<file path="config.mk">
export PLATFORM = sky130hd
export DESIGN_NAME = cw_msg_keyer
export DESIGN_NICKNAME = d
export VERILOG_FILES = /design/src/rtl/cw_msg_keyer_pkg.sv /design/src/rtl/cw_msg_keyer_unit_timer.sv /design/src/rtl/cw_msg_keyer.sv
export SDC_FILE = /design/constraint.sdc
export NUM_CORES = 1
export LEC_CHECK = 0
export CAP_MARGIN = 15
export CORE_AREA = 2 2 80 82
export CTS_CLUSTER_DIAMETER = 60
export CTS_CLUSTER_SIZE = 12
export DETAILED_ROUTE_END_ITERATION = 8
export DIE_AREA = 0 0 82 84
export PLACE_DENSITY = 0.74
export SLEW_MARGIN = 20
export SYNTH_ARGS = -nofsm -noshare
export SYNTH_HDL_FRONTEND = slang
export SYNTH_SLANG_ARGS = --single-unit
</file>
<file path="constraint.sdc">
create_clock -name CLK -period 2.55 [get_ports CLK]
set_input_delay 0.765 -clock CLK [delete_from_list [all_inputs] [get_ports CLK]]
set_output_delay 0.765 -clock CLK [all_outputs]
set_load 0.05 [all_outputs]
</file>
<file path="src/rtl/cw_msg_keyer_pkg.sv">
// Shared definitions for the CW message keyer: symbol codes, FSM states,
// element/gap lengths in Morse units and the unit-length helper.
package cw_pkg;

  // Two-bit symbol codes stored in the message ROM, slot 0 in the LSBs.
  localparam logic [1:0] SYM_END = 2'b00;
  localparam logic [1:0] SYM_DIT = 2'b01;
  localparam logic [1:0] SYM_DAH = 2'b10;
  localparam logic [1:0] SYM_GAP = 2'b11;

  typedef enum logic [2:0] {
    ST_IDLE,
    ST_LOAD,
    ST_ELEM_ON,
    ST_ELEM_OFF,
    ST_GAP
  } state_t;

  // Durations in Morse units.
  localparam int unsigned ON_DIT   = 1;
  localparam int unsigned ON_DAH   = 3;
  localparam int unsigned OFF_ELEM = 1;
  localparam int unsigned OFF_CHAR = 2;
  localparam int unsigned OFF_WORD = 6;

  // PARIS timing: one unit lasts 1.2 s / WPM.
  function automatic int unsigned dit_cycles(input int unsigned clk_hz,
                                             input int unsigned wpm);
    return (clk_hz * 6) / (wpm * 5);
  endfunction

endpackage

</file>
<file path="src/rtl/cw_msg_keyer_unit_timer.sv">
// Morse unit timer: after a start pulse, counts n_units whole units of
// DIT_CYC clocks and raises done for exactly one cycle in the final clock.
module cw_unit_timer #(
  parameter int unsigned DIT_CYC = 2
) (
  input  logic       clk,
  input  logic       rst,
  input  logic       start,
  input  logic [2:0] n_units,
  output logic       done
);

  localparam int unsigned CW = (DIT_CYC > 1) ? $clog2(DIT_CYC) : 1;
  localparam logic [CW-1:0] CYC_LAST = CW'(DIT_CYC - 1);

  logic [CW-1:0] cyc;
  logic [2:0]    unit;
  logic [2:0]    last_unit;
  logic          active;

  assign done = active && (cyc == CYC_LAST) && (unit == last_unit);

  // Cycle and unit counters; a start restarts the count even on a done cycle.
  always_ff @(posedge clk) begin
    if (rst) begin
      cyc       <= '0;
      unit      <= '0;
      last_unit <= '0;
      active    <= 1'b0;
    end else if (start) begin
      cyc       <= '0;
      unit      <= '0;
      last_unit <= n_units - 3'd1;
      active    <= 1'b1;
    end else if (active) begin
      if (cyc == CYC_LAST) begin
        cyc <= '0;
        if (unit == last_unit) begin
          active <= 1'b0;
        end else begin
          unit <= unit + 3'd1;
        end
      end else begin
        cyc <= cyc + 1'b1;
      end
    end
  end

endmodule

</file>
<file path="src/rtl/cw_msg_keyer.sv">
// Parametrised Morse message keyer. Request edges are captured into a
// pending bitmap, pushed lowest-index first into a small circular FIFO,
// and the FSM keys each queued ROM message. BEACON repeats BEACON_IDX when
// nothing is queued. Optional sidetone: define CW_MSG_KEYER_SIDETONE_EN.
module cw_msg_keyer
  import cw_pkg::*;
#(
  parameter int unsigned CLK_HZ      = 50000000,
  parameter int unsigned WPM         = 20,
  parameter int unsigned N_REQ       = 4,
  parameter int unsigned QUEUE_DEPTH = 4,
  parameter int unsigned MSG_LEN     = 16,
  parameter logic [N_REQ*MSG_LEN*2-1:0] MSG_ROM = '0,
  parameter int unsigned BEACON_IDX  = 0,
  parameter int unsigned TONE_HZ     = 700
) (
  input  logic                         CLK,
  input  logic                         RST,
  input  logic [N_REQ-1:0]             REQ,
  input  logic                         BEACON,
  output logic                         KEY_OUT,
  output logic                         TONE,
  output logic                         BUSY,
  output logic [$clog2(N_REQ)-1:0]     CUR_IDX,
  output logic [$clog2(QUEUE_DEPTH):0] Q_COUNT
);

  localparam int unsigned DIT_CYC = dit_cycles(CLK_HZ, WPM);
  localparam int unsigned IW      = $clog2(N_REQ);
  localparam int unsigned AW      = $clog2(QUEUE_DEPTH);
  localparam int unsigned SW      = $clog2(MSG_LEN);
  localparam logic [SW-1:0] LAST_SLOT = SW'(MSG_LEN - 1);
  localparam logic [AW:0]   FULL_CNT  = (AW + 1)'(QUEUE_DEPTH);

  if (QUEUE_DEPTH < 2 || (QUEUE_DEPTH & (QUEUE_DEPTH - 1)) != 0 ||
      MSG_LEN < 2 || N_REQ < 2 || BEACON_IDX >= N_REQ || TONE_HZ == 0 ||
      DIT_CYC == 0) begin : g_cfg_check
    $error("cw_msg_keyer: invalid parameter set");
  end

  function automatic logic [1:0] rom_sym(input logic [IW-1:0] idx,
                                         input logic [SW-1:0] slot);
    int unsigned base;
    base = (32'(idx) * MSG_LEN + 32'(slot)) * 2;
    return MSG_ROM[base +: 2];
  endfunction

  // Request capture and FIFO
  logic [N_REQ-1:0] req_prev;
  logic [N_REQ-1:0] pending;
  logic [N_REQ-1:0] queued;
  logic [N_REQ-1:0] rise;
  logic [N_REQ-1:0] push_mask;
  logic [IW-1:0]    push_idx;
  logic             have_pend;
  logic             push;
  logic             pop;
  logic [IW-1:0]    fifo_mem [QUEUE_DEPTH];
  logic [AW-1:0]    wr_ptr;
  logic [AW-1:0]    rd_ptr;
  logic [AW:0]      count;
  logic             fifo_empty;
  logic             fifo_full;
  logic [IW-1:0]    fifo_head;

  // FSM
  state_t        state, state_n;
  logic [SW-1:0] sym_idx, sym_n;
  logic [IW-1:0] cur_idx, cur_n;
  logic          final_gap, final_n;
  logic          advance;
  logic          decode;
  logic [SW-1:0] dec_slot;
  logic [1:0]    dec_sym;
  logic          tmr_start;
  logic [2:0]    tmr_units;
  logic          tmr_done;
  logic          key_on;

  assign rise       = REQ & ~req_prev;
  assign fifo_empty = (count == '0);
  assign fifo_full  = (count == FULL_CNT);
  assign fifo_head  = fifo_mem[rd_ptr];
  assign push       = have_pend && !fifo_full;

  // Lowest pending index wins the single push slot each cycle.
  always_comb begin
    push_idx  = '0;
    have_pend = 1'b0;
    push_mask = '0;
    for (int unsigned i = 0; i < N_REQ; i++) begin
      if (pending[i] && !have_pend) begin
        have_pend = 1'b1;
        push_idx  = IW'(i);
      end
    end
    if (push) begin
      push_mask[push_idx] = 1'b1;
    end
  end

  // Edge history, pending bitmap, in-FIFO bitmap and FIFO pointers.
  always_ff @(posedge CLK) begin
    if (RST) begin
      req_prev <= '0;
      pending  <= '0;
      queued   <= '0;
      wr_ptr   <= '0;
      rd_ptr   <= '0;
      count    <= '0;
    end else begin
      req_prev <= REQ;
      // Edges on an index already pending or already queued are merged.
      pending  <= (pending & ~push_mask) | (rise & ~pending & ~queued);
      if (pop) begin
        queued[fifo_head] <= 1'b0;
        rd_ptr            <= rd_ptr + 1'b1;
      end
      if (push) begin
        queued[push_idx] <= 1'b1;
        wr_ptr           <= wr_ptr + 1'b1;
      end
      unique case ({push, pop})
        2'b10:   count <= count + 1'b1;
        2'b01:   count <= count - 1'b1;
        default: count <= count;
      endcase
    end
  end

  // FIFO storage write.
  always_ff @(posedge CLK) begin
    if (push) begin
      fifo_mem[wr_ptr] <= push_idx;
    end
  end

  // FSM state and message position registers.
  always_ff @(posedge CLK) begin
    if (RST) begin
      state     <= ST_IDLE;
      sym_idx   <= '0;
      cur_idx   <= '0;
      final_gap <= 1'b0;
    end else begin
      state     <= state_n;
      sym_idx   <= sym_n;
      cur_idx   <= cur_n;
      final_gap <= final_n;
    end
  end

  // Next-state logic; finishing an element or gap decodes the next slot in
  // the same cycle so every state lasts an exact number of units.
  always_comb begin
    state_n   = state;
    sym_n     = sym_idx;
    cur_n     = cur_idx;
    final_n   = final_gap;
    pop       = 1'b0;
    tmr_start = 1'b0;
    tmr_units = '0;
    advance   = 1'b0;
    decode    = 1'b0;
    dec_slot  = sym_idx;
    dec_sym   = SYM_END;

    unique case (state)
      ST_IDLE: begin
        if (!fifo_empty) begin
          pop     = 1'b1;
          cur_n   = fifo_head;
          state_n = ST_LOAD;
        end else if (BEACON) begin
          cur_n   = IW'(BEACON_IDX);
          state_n = ST_LOAD;
        end
      end
      ST_LOAD: begin
        decode   = 1'b1;
        dec_slot = '0;
      end
      ST_ELEM_ON: begin
        if (tmr_done) begin
          state_n   = ST_ELEM_OFF;
          tmr_start = 1'b1;
          tmr_units = 3'(OFF_ELEM);
        end
      end
      ST_ELEM_OFF: begin
        if (tmr_done) begin
          advance = 1'b1;
        end
      end
      ST_GAP: begin
        if (tmr_done) begin
          if (final_gap) begin
            state_n = ST_IDLE;
          end else begin
            advance = 1'b1;
          end
        end
      end
      default: state_n = ST_IDLE;
    endcase

    if (advance) begin
      if (sym_idx == LAST_SLOT) begin
        // Running past the last slot closes the message like END.
        state_n   = ST_GAP;
        final_n   = 1'b1;
        tmr_start = 1'b1;
        tmr_units = 3'(OFF_WORD);
      end else begin
        decode   = 1'b1;
        dec_slot = sym_idx + 1'b1;
      end
    end

    if (decode) begin
      dec_sym = rom_sym(cur_idx, dec_slot);
      sym_n   = dec_slot;
      case (dec_sym)
        SYM_DIT: begin
          state_n   = ST_ELEM_ON;
          final_n   = 1'b0;
          tmr_start = 1'b1;
          tmr_units = 3'(ON_DIT);
        end
        SYM_DAH: begin
          state_n   = ST_ELEM_ON;
          final_n   = 1'b0;
          tmr_start = 1'b1;
          tmr_units = 3'(ON_DAH);
        end
        SYM_GAP: begin
          state_n   = ST_GAP;
          final_n   = 1'b0;
          tmr_start = 1'b1;
          tmr_units = 3'(OFF_CHAR);
        end
        default: begin
          if (dec_slot == '0) begin
            state_n = ST_IDLE;
          end else begin
            state_n   = ST_GAP;
            final_n   = 1'b1;
            tmr_start = 1'b1;
            tmr_units = 3'(OFF_WORD);
          end
        end
      endcase
    end
  end

  cw_unit_timer #(
    .DIT_CYC(DIT_CYC)
  ) u_timer (
    .clk    (CLK),
    .rst    (RST),
    .start  (tmr_start),
    .n_units(tmr_units),
    .done   (tmr_done)
  );

  assign key_on  = (state == ST_ELEM_ON);
  assign KEY_OUT = key_on;
  assign BUSY    = (state != ST_IDLE);
  assign CUR_IDX = cur_idx;
  assign Q_COUNT = count;

`ifdef CW_MSG_KEYER_SIDETONE_EN
  localparam int unsigned TONE_RAW = CLK_HZ / (2 * TONE_HZ);
  localparam int unsigned TONE_DIV = (TONE_RAW > 0) ? TONE_RAW : 1;
  localparam int unsigned TW       = (TONE_DIV > 1) ? $clog2(TONE_DIV) : 1;
  localparam logic [TW-1:0] TONE_LAST = TW'(TONE_DIV - 1);

  logic [TW-1:0] tone_cnt;
  logic          tone_q;

  // Sidetone divider, held cleared whenever the key is up.
  always_ff @(posedge CLK) begin
    if (RST || !key_on) begin
      tone_cnt <= '0;
      tone_q   <= 1'b0;
    end else if (tone_cnt == TONE_LAST) begin
      tone_cnt <= '0;
      tone_q   <= ~tone_q;
    end else begin
      tone_cnt <= tone_cnt + 1'b1;
    end
  end

  assign TONE = tone_q & key_on;
`else
  assign TONE = 1'b0;
`endif

endmodule

</file>
; ---- After elaboration in Yosys (flattened, before gate mapping)
; Memory sizes are Yosys's and may differ from the RTL's. A register that Yosys moved wholly into a read port is not among the register bits.
; Cells that the tools add are included.
[word_totals]
mem_bits_rw = 8
inputBits = 7
n_memories = 1
register_bits = 58
[mem_list]
columns = name, words, width, rd, rd_ports_with_merged_regs, write_ports, line
row1 = fifo_mem, 4, 2, 1, 1, 1, cw_msg_keyer.sv:58  ; logic [IW-1:0] fifo_mem [QUEUE_DEPTH];
[op_classes]
magnitude_cmp = 4
muxes = 68
shift = 1
n_addsub = 9
bitwise_logic = 13
n_eq_ne = 14
n_reduce_logical = 23
[ops]
columns = cell, n
row1 = "variable part select 128 x 9 -> 2 bit, first input constant", 1
row2 = two-way mux 3 bit, 13
row3 = two-way mux 1 bit, 34
row4 = two-way mux 4 bit, 7
row5 = "adder 22 x 1 -> 22 bit, second input constant", 1
row6 = "== test 22 bit, second input constant", 1
row7 = two-way mux 22 bit, 1
row8 = bitwise AND 4 bit, 5
row9 = NOT 4 bit, 5
row10 = two-way mux 2 bit, 6
row11 = one-hot mux 3 bit (2 select lines), 2
row12 = one-hot mux 3 bit (4 select lines), 1
row13 = one-hot mux 3 bit (3 select lines), 1
row14 = logical AND 1 bit, 8
row15 = bitwise OR 4 bit, 2
row16 = adder 6 x 4 -> 7 bit, 1
row17 = "adder 3 x 1 -> 3 bit, second input constant", 2
row18 = "== test 2 bit, second input constant", 3
row19 = "== test 3 x 2 -> 1 bit, second input constant", 2
row20 = "== test 3 bit, second input constant", 2
row21 = zero test 3 bit, 2
row22 = "less-than comparator 2 x 3 -> 1 bit, second input constant", 2
row23 = OR reduction 2 bit, 3
row24 = "subtractor 3 x 1 -> 3 bit, second input constant", 2
row25 = other kinds (18), 25

; ---- Depth between registers and ports, before layout
[depth]
ltp_word = 18
mapped_depth = 10

; ---- By module
; A second synthesis with hierarchy kept.
[hier_totals]
hier_cells = 355
area_unflattened_um2 = 3280.6
[by_module_without_submodules]
columns = mod, area_each_um2, seq_area_each_um2, cells_per_inst, instances
row1 = cw_msg_keyer, 1770.4, 860.8, 179, 1
row2 = cw_unit_timer, 1510.2, 580.6, 176, 1

; ---- Worst setup path after synthesis
; OpenSTA, ideal clock, no wires.
[synth_path]
kind = reg-to-reg
startpoint = register u_timer.cyc[8]
endpoint = register u_timer.last_unit[2]
arrival_time_ns = 2.512
setup_time_ns = 0.121
synth_period_minus_slack_ns = 2.633
setup_slack_ns = -0.083
path_stages_with_launch = 8
required_ns = 2.429
path_buffers = 1
path_cell_list = dfxtp_1 or3_1 or4_4 or4_4 buf_6 mux2i_4 o22ai_2 mux2_4
[synth_between]
elab_chain_len = 12
word_cells_on_any_way = 29
[synth_lines]
columns = element, line
row1 = start: declaration, cw_msg_keyer_unit_timer.sv:16  ; logic [CW-1:0] cyc;
row2 = start signal: assignment, cw_msg_keyer_unit_timer.sv:44  ; cyc <= cyc + 1'b1;
row3 = == test 22 bit *, cw_msg_keyer_unit_timer.sv:21  ; assign done = active && (cyc == CYC_LAST) && (unit == last_unit);
row4 = logical AND 1 bit * (2 in series), cw_msg_keyer_unit_timer.sv:21
row5 = "two-way mux 1 bit, on equally long branches", "cw_msg_keyer.sv:196, cw_msg_keyer.sv:184, cw_msg_keyer.sv:191"
row6 = one-hot mux 1 bit (2 select lines), cw_msg_keyer.sv:168  ; unique case (state)
row7 = two-way mux 4 bit, cw_msg_keyer.sv:207  ; if (advance) begin
row8 = adder 6 x 4 -> 7 bit, cw_msg_keyer.sv:44  ; base = (32'(idx) * MSG_LEN + 32'(slot)) * 2;
row9 = variable part select 128 x 9 -> 2 bit, cw_msg_keyer.sv:45  ; return MSG_ROM[base +: 2];
row10 = == test 2 bit or == test 2 x 1 -> 1 bit (tied branches), cw_msg_keyer.sv:223  ; case (dec_sym)
row11 = one-hot mux 3 bit (3 select lines) or OR reduction 3 bit (tied branches), n/a
row12 = two-way mux 3 bit or two-way mux 1 bit (tied branches), "cw_msg_keyer.sv:220, cw_msg_keyer.sv:223"
row13 = subtractor 3 x 1 -> 3 bit or two-way mux 1 bit (tied branches), "cw_msg_keyer_unit_timer.sv:33, cw_msg_keyer.sv:220"
row14 = end signal: assignment, cw_msg_keyer_unit_timer.sv:33  ; last_unit <= n_units - 3'd1;
row15 = end: declaration, cw_msg_keyer_unit_timer.sv:18  ; logic [2:0] last_unit;
; Mark *: on every way between the ends. The rest lies on a longest branch, timed or not.
; A chain may end at the register's enable or synchronous reset.

; ---- Worst setup path in the final report
; Ends and elaborated chain as after synthesis.

==> flow_summary.html <==
<table>
<tr><th>Metric</th><th>Value</th></tr>
<tr><th colspan="2">Synth</th></tr>
<tr><td>Distinct cell type count after synthesis</td><td>52</td></tr>
<tr><td>Mean post-synth cell area</td><td>9.10 um2</td></tr>
<tr><td>Largest family of logic cells by synthesized area</td><td>simple AND/OR/NAND/NOR gates</td></tr>
<tr><td>Synthesized-area fraction occupied by ao, oa, aoi and oai cells</td><td>8.72%</td></tr>
<tr><td>Number of synthesized flops with an enable pin</td><td>8</td></tr>
<tr><td>XOR/XNOR share of the synthesized area</td><td>8.25%</td></tr>
<tr><td>Combined area of all synthesized cells</td><td>3190 um2</td></tr>
<tr><td>Syn nets</td><td>367</td></tr>
<tr><td>Proportion of synthesized chip area in sequential cells</td><td>45.2%</td></tr>
<tr><td>Cells after Synth</td><td>350</td></tr>
<tr><td>Synth warnings</td><td>0</td></tr>
<tr><td>Post-synthesis adder-cell area fraction</td><td>4.16%</td></tr>
<tr><td>Flip-flop and latch count after synthesis</td><td>68</td></tr>
<tr><td>Mux cell area share after synthesis</td><td>3.53%</td></tr>
<tr><td>Most instantiated flip-flop cell in the synthesis netlist</td><td>dfxtp_1</td></tr>
<tr><td>Share of synthesized registers carrying an async set or reset</td><td>0%</td></tr>
<tr><td>Simple-gate share of the synthesized area</td><td>26.8%</td></tr>
<tr><th colspan="2">Layout</th></tr>
<tr><td>Nets</td><td>404</td></tr>
<tr><td>Fraction of final layout cells sized beyond drive strength 1</td><td>15.6%</td></tr>
<tr><td>Final standard cell utilization of the core</td><td>61.9%</td></tr>
<tr><td>Most frequent cells in the layout</td><td>57 x dfxtp_1, 50 x nor2_1, 25 x buf_4, 24 x nand2_1</td></tr>
<tr><td>Most common cell after layout, fill and taps aside</td><td>dfxtp_1</td></tr>
<tr><td>Antenna diode count</td><td>0</td></tr>
<tr><td>Number of filler instances in the final layout</td><td>493</td></tr>
<tr><td>P&amp;R area growth vs syn</td><td>18.5%</td></tr>
<tr><th colspan="2">Setup path</th></tr>
<tr><td>Max Fanout on Critical Path</td><td>4</td></tr>
<tr><td>Required time at the worst-slack endpoint</td><td>2.79 ns</td></tr>
<tr><td>Element type at the critical path start</td><td>flip-flop</td></tr>
<tr><td>Worst Setup Path Type</td><td>reg2reg</td></tr>
<tr><td>Crit end category</td><td>flip-flop</td></tr>
<tr><td>R2R Setup Slk</td><td>0.09 ns</td></tr>
<tr><td>Worst Path Arrival</td><td>2.69 ns</td></tr>
<tr><th colspan="2">Flow run</th></tr>
<tr><td># Max-Cap Violations</td><td>0</td></tr>
<tr><th colspan="2">STA</th></tr>
<tr><td>Normalized max-slew margin</td><td>62.0%</td></tr>
<tr><td>Share of the clock period used by the worst path after layout</td><td>96.4%</td></tr>
<tr><td>Max-slew violation total from the final report</td><td>0</td></tr>
<tr><td>Total negative slack</td><td>0 ns</td></tr>
<tr><td>Period minus WS final</td><td>2.46 ns</td></tr>
<tr><td>Clock Skew</td><td>0.0113 ns</td></tr>
<tr><td>Total setup violations reported at the end of the flow</td><td>0</td></tr>
<tr><td>Top achievable clock speed</td><td>0.407 GHz</td></tr>
<tr><td>Worst-margin pin slew</td><td>0.566 ns</td></tr>
<tr><td>Hold Fails Final Rpt</td><td>0</td></tr>
<tr><td>RSZ-0062 raised after global routing</td><td>true</td></tr>
<tr><th colspan="2">Hold path</th></tr>
<tr><td>Hold Crit Class</td><td>reg2reg</td></tr>
<tr><th colspan="2">Floorplanning</th></tr>
<tr><td>Ports</td><td>15</td></tr>
<tr><td>Total die area</td><td>6890 um2</td></tr>
<tr><td>Effective utilization at floorplan</td><td>52.3%</td></tr>
<tr><td>Placeable Area</td><td>6100 um2</td></tr>
<tr><td>Overall die width</td><td>82 um</td></tr>
<tr><td>Height of the die</td><td>84 um</td></tr>
<tr><td>Row count</td><td>29</td></tr>
<tr><th colspan="2">Run status</th></tr>
<tr><td>Result of the run</td><td>completed</td></tr>
<tr><th colspan="2">Detailed routing</th></tr>
<tr><td>Total routed wire length on the met1 layer</td><td>3040 um</td></tr>
<tr><td>Via count</td><td>2,514</td></tr>
<tr><td>Total routed wirelength</td><td>6320 um</td></tr>
<tr><td>Met3 wire len</td><td>234 um</td></tr>
<tr><td>Via density per instance</td><td>5.36</td></tr>
<tr><td>Number of violations reported at the end of detailed-routing iteration 0</td><td>78</td></tr>
<tr><td>Highest layer used for signal routing</td><td>met4</td></tr>
<tr><td>Remaining design rule violation count</td><td>0</td></tr>
<tr><td>Post-DRT Antenna Nets</td><td>0</td></tr>
<tr><td>Total met2 wirelength after detailed routing</td><td>2880 um</td></tr>
<tr><td>WL per Instance</td><td>13.5 um</td></tr>
<tr><td>Detailed-router iteration count before antenna repair</td><td>4</td></tr>
<tr><th colspan="2">Global routing</th></tr>
<tr><td>Initial antenna violation count</td><td>0</td></tr>
<tr><td>Overall global routing resource usage</td><td>20.3%</td></tr>
<tr><td>Via count of the first global-routing pass</td><td>2,417</td></tr>
<tr><td>Largest net degree at the start of global routing</td><td>21</td></tr>
<tr><td>GRT overflow</td><td>0</td></tr>
<tr><td>Wire length of the first global-routing pass</td><td>10,900 um</td></tr>
<tr><th colspan="2">Clock tree</th></tr>
<tr><td>H-tree depth reported by CTS</td><td>3</td></tr>
<tr><td>Root buf cell</td><td>clkbuf_8</td></tr>
<tr><td>Clock transition at path regs</td><td>0.08 ns</td></tr>
<tr><td>Worst-Skew Late Latency</td><td>0.35 ns</td></tr>
<tr><td>Number of sinks handled by clock tree synthesis</td><td>68</td></tr>
<tr><td>Number of CTS-inserted buffers</td><td>9</td></tr>
<tr><td>Maximum clock path buffer count</td><td>2</td></tr>
<tr><td>CTS tree</td><td>yes</td></tr>
<tr><th colspan="2">Place</th></tr>
<tr><td>Port Buffers</td><td>13</td></tr>
<tr><td>Hpwl dp</td><td>4480 um</td></tr>
<tr><td>Weighted congestion reported at the end of routability-driven placement</td><td>0.850</td></tr>
<tr><th colspan="2">Power</th></tr>
<tr><td>VDD IR max</td><td>0.000465 V</td></tr>
<tr><td>Total power density per cell area</td><td>847 nW/um2</td></tr>
<tr><td>Leakage</td><td>1.46 nW</td></tr>
</table>
layer usage:
layer	track usage, %	vias to the layer above
met1	26.4	1183
met5	0	-
met4	8.48	0
met2	30.5	33
li1	-	1281
met3	6.82	17
timing repair:
item	in CTS	in global routing
hold buffers	0	0
setup buffers	0	1
gates resized for setup	1	7
setup endpoints to repair	1	9
kinds of logic (layout without fill, tap and decap cells):
group	after synthesis	in the layout
xor gates and xnor gates	30	30
buffers and inverters	24	66
muxes	7	7
and+or+nand+nor	165	165
other	1	1
DFF	68	68
adders and majority gates	10	10
AOI/OAI and AO/OA	45	45
cells in the mapped netlist, types with 2 or more instances:
library cell	instances	area, um2
ha_1	9	113
and2_1	5	31.3
xor2_1	22	193
and3_1	6	37.5
nand3b_1	2	15.0
or4_1	2	15.0
inv_1	13	48.8
or4_4	2	22.5
nand2_1	24	90.1
nor4b_1	3	26.3
or2_2	3	18.8
nand4_1	3	18.8
xnor2_1	8	70.1
dfxtp_1	60	1200
nor2_1	50	188
nand4bb_1	2	22.5
a21oi_1	22	110
nor3_1	18	90.1
a211oi_1	2	15.0
nand2b_1	7	43.8
nand3_1	12	60.1
o22a_1	2	17.5
nor4_1	2	12.5
o21ai_0	7	35.0
or4b_2	2	20.0
nor2b_1	11	68.8
mux4_2	2	45.0
mux2i_1	3	30.0
clkbuf_1	9	33.8
edfxtp_1	8	240
or3_1	8	50.1
final timing paths:
path | from | end | depth (start not counted)
min | CUR_IDX[1] | CUR_IDX[1] | 2
max reg2reg | u_timer.cyc[8] | u_timer.last_unit[2] | 6
max | u_timer.cyc[8] | u_timer.last_unit[2] | 6
min reg2reg | CUR_IDX[1] | CUR_IDX[1] | 2
area by class of cell:
class                      count  area [um2]  share of cell area, %
multi-input combinational    258        1660                   44.0
sequential                    68        1450                   38.3
timing repair buffer          37         307                   8.12
tap                           77        96.3                   2.55
clock inverter                 6        70.1                   1.86
inverter                      13        48.8                   1.29
clock buffer                  10         149                   3.94
per-stage QoR:
stage / setup slack (ns) / hold WS, ns / area, um2 / instances / power (W)
final: 0.0928 / 0.460 / 3780 / 469 / 0.00320
after global routing: -0.00465 / 0.473 / 3780 / 469 / 0.00339
after CTS: 0.0274 / 0.463 / 3750 / 468 / 0.00322
after detailed placement: 0.0722 / 0.452 / 3530 / 452 / 0.00226
after global placement: 0.117 / 0.446 / 3530 / 452 / 0.00223
after floorplan: 0.0313 / 0.443 / 3190 / 350 / 0.00198
worst max-delay path, stage by stage, from the launching register on:
cell	delay [ns]
dfxtp_2	0.34
or3_1	0.36
or4_4	0.44
or4_4	0.48
mux2i_4	0.22
o22ai_2	0.19
mux2_4	0.32
state kept, by name, indices dropped and copies added, names as in the netlist, 3 cells and up, named ones only:
register           cells
Q_COUNT                3
fifo_mem               8
pending                4
queued                 4
req_prev               4
state                  3
sym_idx                4
u_timer.cyc           22
u_timer.last_unit      3
u_timer.unit           3
where the power goes:
group          internal [W]  switching (W)
clock              0.000517       0.000438
combinational      0.000367       0.000555
sequential          0.00123      0.0000914
total               0.00211        0.00108
No activity file was read; power rests on OpenSTA's default activity.
==> patch 1 (same settings) <==
Change the parameter `CLK_HZ` from 50000000 to 25000000.
--- a/src/rtl/cw_msg_keyer.sv
+++ b/src/rtl/cw_msg_keyer.sv
@@ -7,3 +7,3 @@
 #(
-  parameter int unsigned CLK_HZ      = 50000000,
+  parameter int unsigned CLK_HZ      = 25000000,
   parameter int unsigned WPM         = 20,
Behaviour: no difference found for any inputs over 4 cycles, from zero or initial values and one cycle with RST high; that may be too few to reach the edited logic, so the function may still have changed.
==> patch 1 against the original RTL <==
  * Design area shrank 5.4%
  * Core utilization decreased by 3.3 points
  * Critical endpoint is now Q_COUNT[2]
  * Sequential cell count is 1 lower
  * Setup slack gained 0.13 ns
  * Sequential share of layout area is 1.5 points higher
  * Maximum frequency is 5.6% higher
  * Power down 3.1%
  * Critical path type is now reg2out
  * Routed wire length fell by 14%
  * Clock skew fell by 0.0022 ns
  * Combinational power shrank 16%
  * Area after synthesis decreased by 2.6%
==> patch 1: results <==
[routing]
met3_length_um = 227
routed_wl_um = 5450
wl_per_cell_um = 12.6
wl_met2_um = 2420
drt_iter0_drc = 83
drt-met1-wl_um = 2680

[synthesis]
synth_cells = 330
synthTopCellsByArea = "dfxtp_1 38%, edfxtp_1 7.7%, nor2_1 6.3%"
yosysUniqueCellTypes = 57
synth_commonest_cells = "59 x dfxtp_1, 52 x nor2_1, 24 x a21oi_1"

[pwr]
ir_drop_mv = 0.451

[placement]
dpl.cell_count = 418

[cells_and_area]
layout-drive-gt1-share_pct = 11.8
fillers = 517

[sta]
slew-limit-headroom_pct = 66.8
clock_skew_ns = 0.00904

[global_routing]
grt_pass1_wl_um = 9310
grt_usage_pct = 17.5
grt_pass1_vias = 2142
grt_max_degree = 23

[hold_path]
hp-start = "CUR_IDX[0]$_SDFFE_PP0P_"

[critical_path]
cp_max_fo = 5
crit_family = "buffers and inverters"
r2r-start = "state[1]$_SDFF_PP0_"

[status]
outcome = "finished, final reports clean"
==> patch 1: cells by family after synthesis <==
group	Yosys count	share of synthesized area (%)
adders and majority gates	10	4.27
buffers and inverters	24	3.23
AOI/OAI and AO/OA	46	9.56
other	1	0.121
DFF	67	45.8
and+or+nand+nor	146	25.8
muxes	6	2.74
xor gates and xnor gates	30	8.47
==> patch 1: what timing repair did <==
action	CTS	global route
setup endpoints to repair	1	0
gates resized for setup	1	0
hold buffers	0	0
endpoints found under the hold margin	0	0
==> patch 1: final timing paths <==
path	to	slack (ns)	cells past startpoint
hold reg to reg	CUR_IDX[0]$_SDFFE_PP0P_	0.46	2
hold / removal	CUR_IDX[0]$_SDFFE_PP0P_	0.46	2
setup reg to reg	Q_COUNT[2]$_SDFFE_PP0P_	0.33	9
setup / recovery	Q_COUNT[2]	0.22	1
==> patch 1: per-stage QoR <==
stage	setup slack (ns)	instance area, µm²
after floorplan	0.0253	3100
after global placement	0.374	3340
after detailed placement	0.337	3340
after CTS	0.212	3570
after global routing	0.136	3570
final	0.222	3570
==> patch 1: power by group <==
part / leakage (nW) / switching [W] / internal, W / total, W
Combinational: 0.640 / 0.000455 / 0.000317 / 0.000772
Clock: 0.122 / 0.000418 / 0.000608 / 0.00103
Sequential: 0.555 / 0.0000887 / 0.00121 / 0.00130
==> patch 1: metal layers <==
layer	GRT usage, %	vias to the layer above
met5	0	-
li1	-	1182
met2	26.5	33
met1	22.5	1070
met3	5.19	12
met4	8.64	0
==> patch 1: area by class of cell <==
cell class	count	area share, %
sequential	67	39.8
multi-input combinational	239	44.3
clock inverter	6	2.38
tap	77	2.70
timing repair buffer	21	5.22
clock buffer	10	4.17
inverter	14	1.47
==> patch 2 (same flow settings) <==
Made on the original files. The 5 states of `state_t` get a Gray code encoding in 3 bits.
--- a/src/rtl/cw_msg_keyer_pkg.sv
+++ b/src/rtl/cw_msg_keyer_pkg.sv
@@ -11,7 +11,7 @@
   typedef enum logic [2:0] {
-    ST_IDLE,
-    ST_LOAD,
-    ST_ELEM_ON,
-    ST_ELEM_OFF,
-    ST_GAP
+    ST_IDLE     = 3'b000,
+    ST_LOAD     = 3'b001,
+    ST_ELEM_ON  = 3'b011,
+    ST_ELEM_OFF = 3'b010,
+    ST_GAP      = 3'b110
   } state_t;
Check against the original RTL: same outputs for any inputs over 4 cycles, from zero or initial values and one cycle with RST high; so few cycles prove little.
==> patch 2 against the original RTL <==
  * Sequential cell count did not move
  * Largest power group unchanged
  * Design area fell by 4.7%
  * Area after synthesis fell by 1.2%
  * Power fell by 6.5%
  * Routed wire length fell by 7.5%
  * Clock skew rose by 0.0051 ns
  * Setup slack improved by 0.095 ns
  * Critical path type is now reg2out
  * Global-route usage fell by 1.4 points
  * Maximum frequency rose by 4.0%
  * Highest routed layer unchanged
==> patch 2: results <==
[status]
outcome = "finished, final reports clean"

[placement]
io_buffers = 13
gp_congestion = 0.810
dpl.cell_count = 419
place_hpwl_um = 4150

[sta]
min_period_ns = 2.36
clock_skew_ns = 0.0164
slew-limit-headroom_pct = 54.1

[synthesis]
synthesis.nets = 352
synthTopCellsByArea = "dfxtp_1 38%, edfxtp_1 7.6%, xor2_1 5.6%"
synth-edff-count = 8
synth_commonest_cells = "60 x dfxtp_1, 45 x nor2_1, 25 x nand2_1"
synth_cells = 335
yosysWarnings = 0
synthArstFlopShare_pct = 0
yosysUniqueCellTypes = 55
yosysSeqAreaShare_pct = 45.8

[critical_path]
critPathMaxStageDelay_ns = 0.84
crit_family = "buffers and inverters"
cp_max_fo = 6
critPathSlowestCell = "clkdlybuf4s50_1"
arrival_ns = 1.60

[routing]
routed_wl_um = 5850
drt_first_pass_iters = 4
drt_iter0_drc = 94
via_count = 2338

[cells_and_area]
fin_nets = 370
antennaDiodeCount = 0
largestRegisters = "u_timer.cyc (22), fifo_mem (8)"
fillers = 537
layout-drive-gt1-share_pct = 10.3
fin_cells = 435

[clock_network]
htree_num_levels = 3
cts_buffers = 9
clk_pin_slew_ns = 0.07
cts.path.max_buffers = 2
cts-root-buf = "clkbuf_8"
worstSkewPairLatency_ns = 0.35

[global_routing]
grt_pass1_vias = 2333
grt_pass1_wl_um = 10100
grt_usage_pct = 18.9
antenna_found_initial = 0
grt_max_degree = 38

[hold_path]
hold_path.class = "reg2reg"

[pwr]
ir_drop_mv = 0.623
cellLeakagePower_nw = 1.33
[patch 2: cell count changes after synthesis, sizes merged, moves of 4 or more]
cell / delta
nor3: -6
or3: -6
nand4: +4
buf: +5
nand3: +4
or4: -4
nor2b: -6
nor2: -5
[patch 2: path summary, 6_finish.rpt]
kind | start | end | slack [ns] | cells past startpoint
max | Q_COUNT[2]$_SDFFE_PP0P_ | Q_COUNT[2] | 0.19 | 1
min | CUR_IDX[0]$_SDFFE_PP0P_ | CUR_IDX[0]$_SDFFE_PP0P_ | 0.46 | 2
max reg2reg | Q_COUNT[2]$_SDFFE_PP0P_ | Q_COUNT[2]$_SDFFE_PP0P_ | 0.29 | 9
min reg2reg | CUR_IDX[0]$_SDFFE_PP0P_ | CUR_IDX[0]$_SDFFE_PP0P_ | 0.46 | 2
[patch 2: worst min-delay path, stage by stage (launching register included)]
cell,delay [ns]
dfxtp_1,0.31
nand2_1,0.05
a21oi_1,0.05
[patch 2: cells by family (layout without fill, tap and decap cells)]
group / after synthesis / after routing / share of synthesized area [%]
AND/OR/NAND/NOR: 147 / 147 / 25.9
other: 1 / 1 / 0.119
flip-flops: 68 / 68 / 45.8
adder cells (fa/ha/maj): 10 / 10 / 4.21
multiplexers: 7 / 7 / 3.02
XOR/XNOR: 31 / 31 / 8.63
AO/OA/AOI/OAI: 44 / 44 / 8.39
buffers and inverters: 27 / 50 / 3.94
[patch 2: cell type report]
| type | instances | area, µm² | share of cell area (%) |
|---|---|---|---|
| sequential | 68 | 1440 | 40.1 |
| clock inverter | 2 | 38.8 | 1.08 |
| clock buffer | 14 | 184 | 5.11 |
| inverter | 12 | 45.0 | 1.25 |
| tap | 77 | 96.3 | 2.68 |
| timing repair buffer | 22 | 206 | 5.74 |
| multi-input combinational | 240 | 1590 | 44.1 |
[patch 2: power breakdown]
group | total (W) | internal [W] | switching, W | leakage, nW
clock | 0.000962 | 0.000567 | 0.000395 | 0.112
sequential | 0.00130 | 0.00121 | 0.0000865 | 0.563
combinational | 0.000730 | 0.000295 | 0.000434 | 0.652
total | 0.00299 | 0.00207 | 0.000916 | 1.33
[patch 2: stage by stage]
step	utilization, %	instance area [µm²]	power, W	hold WS (ns)	setup slack [ns]
CTS	59.0	3600	0.00302	0.463	0.161
detailed placement	55.4	3380	0.00206	0.454	0.295
global placement	55.4	3380	0.00203	0.445	0.367
finish	59.0	3600	0.00299	0.463	0.188
global route	59.0	3600	0.00315	0.510	0.114
floorplan	-	3150	0.00184	0.439	0.0877
[patch 2: layer usage]
metal	vias up	global-route usage (%)	wire [µm]
met3	14	3.57	152
met1	1094	24.2	2750
met5	-	0	0
li1	1195	-	-
met2	35	29.0	2780
met4	0	11.4	166
[patch 2: repair_timing]
item	4_1_cts	5_1_grt
resized for setup	1	0
setup buffers	0	0
endpoints found under the setup margin	1	0
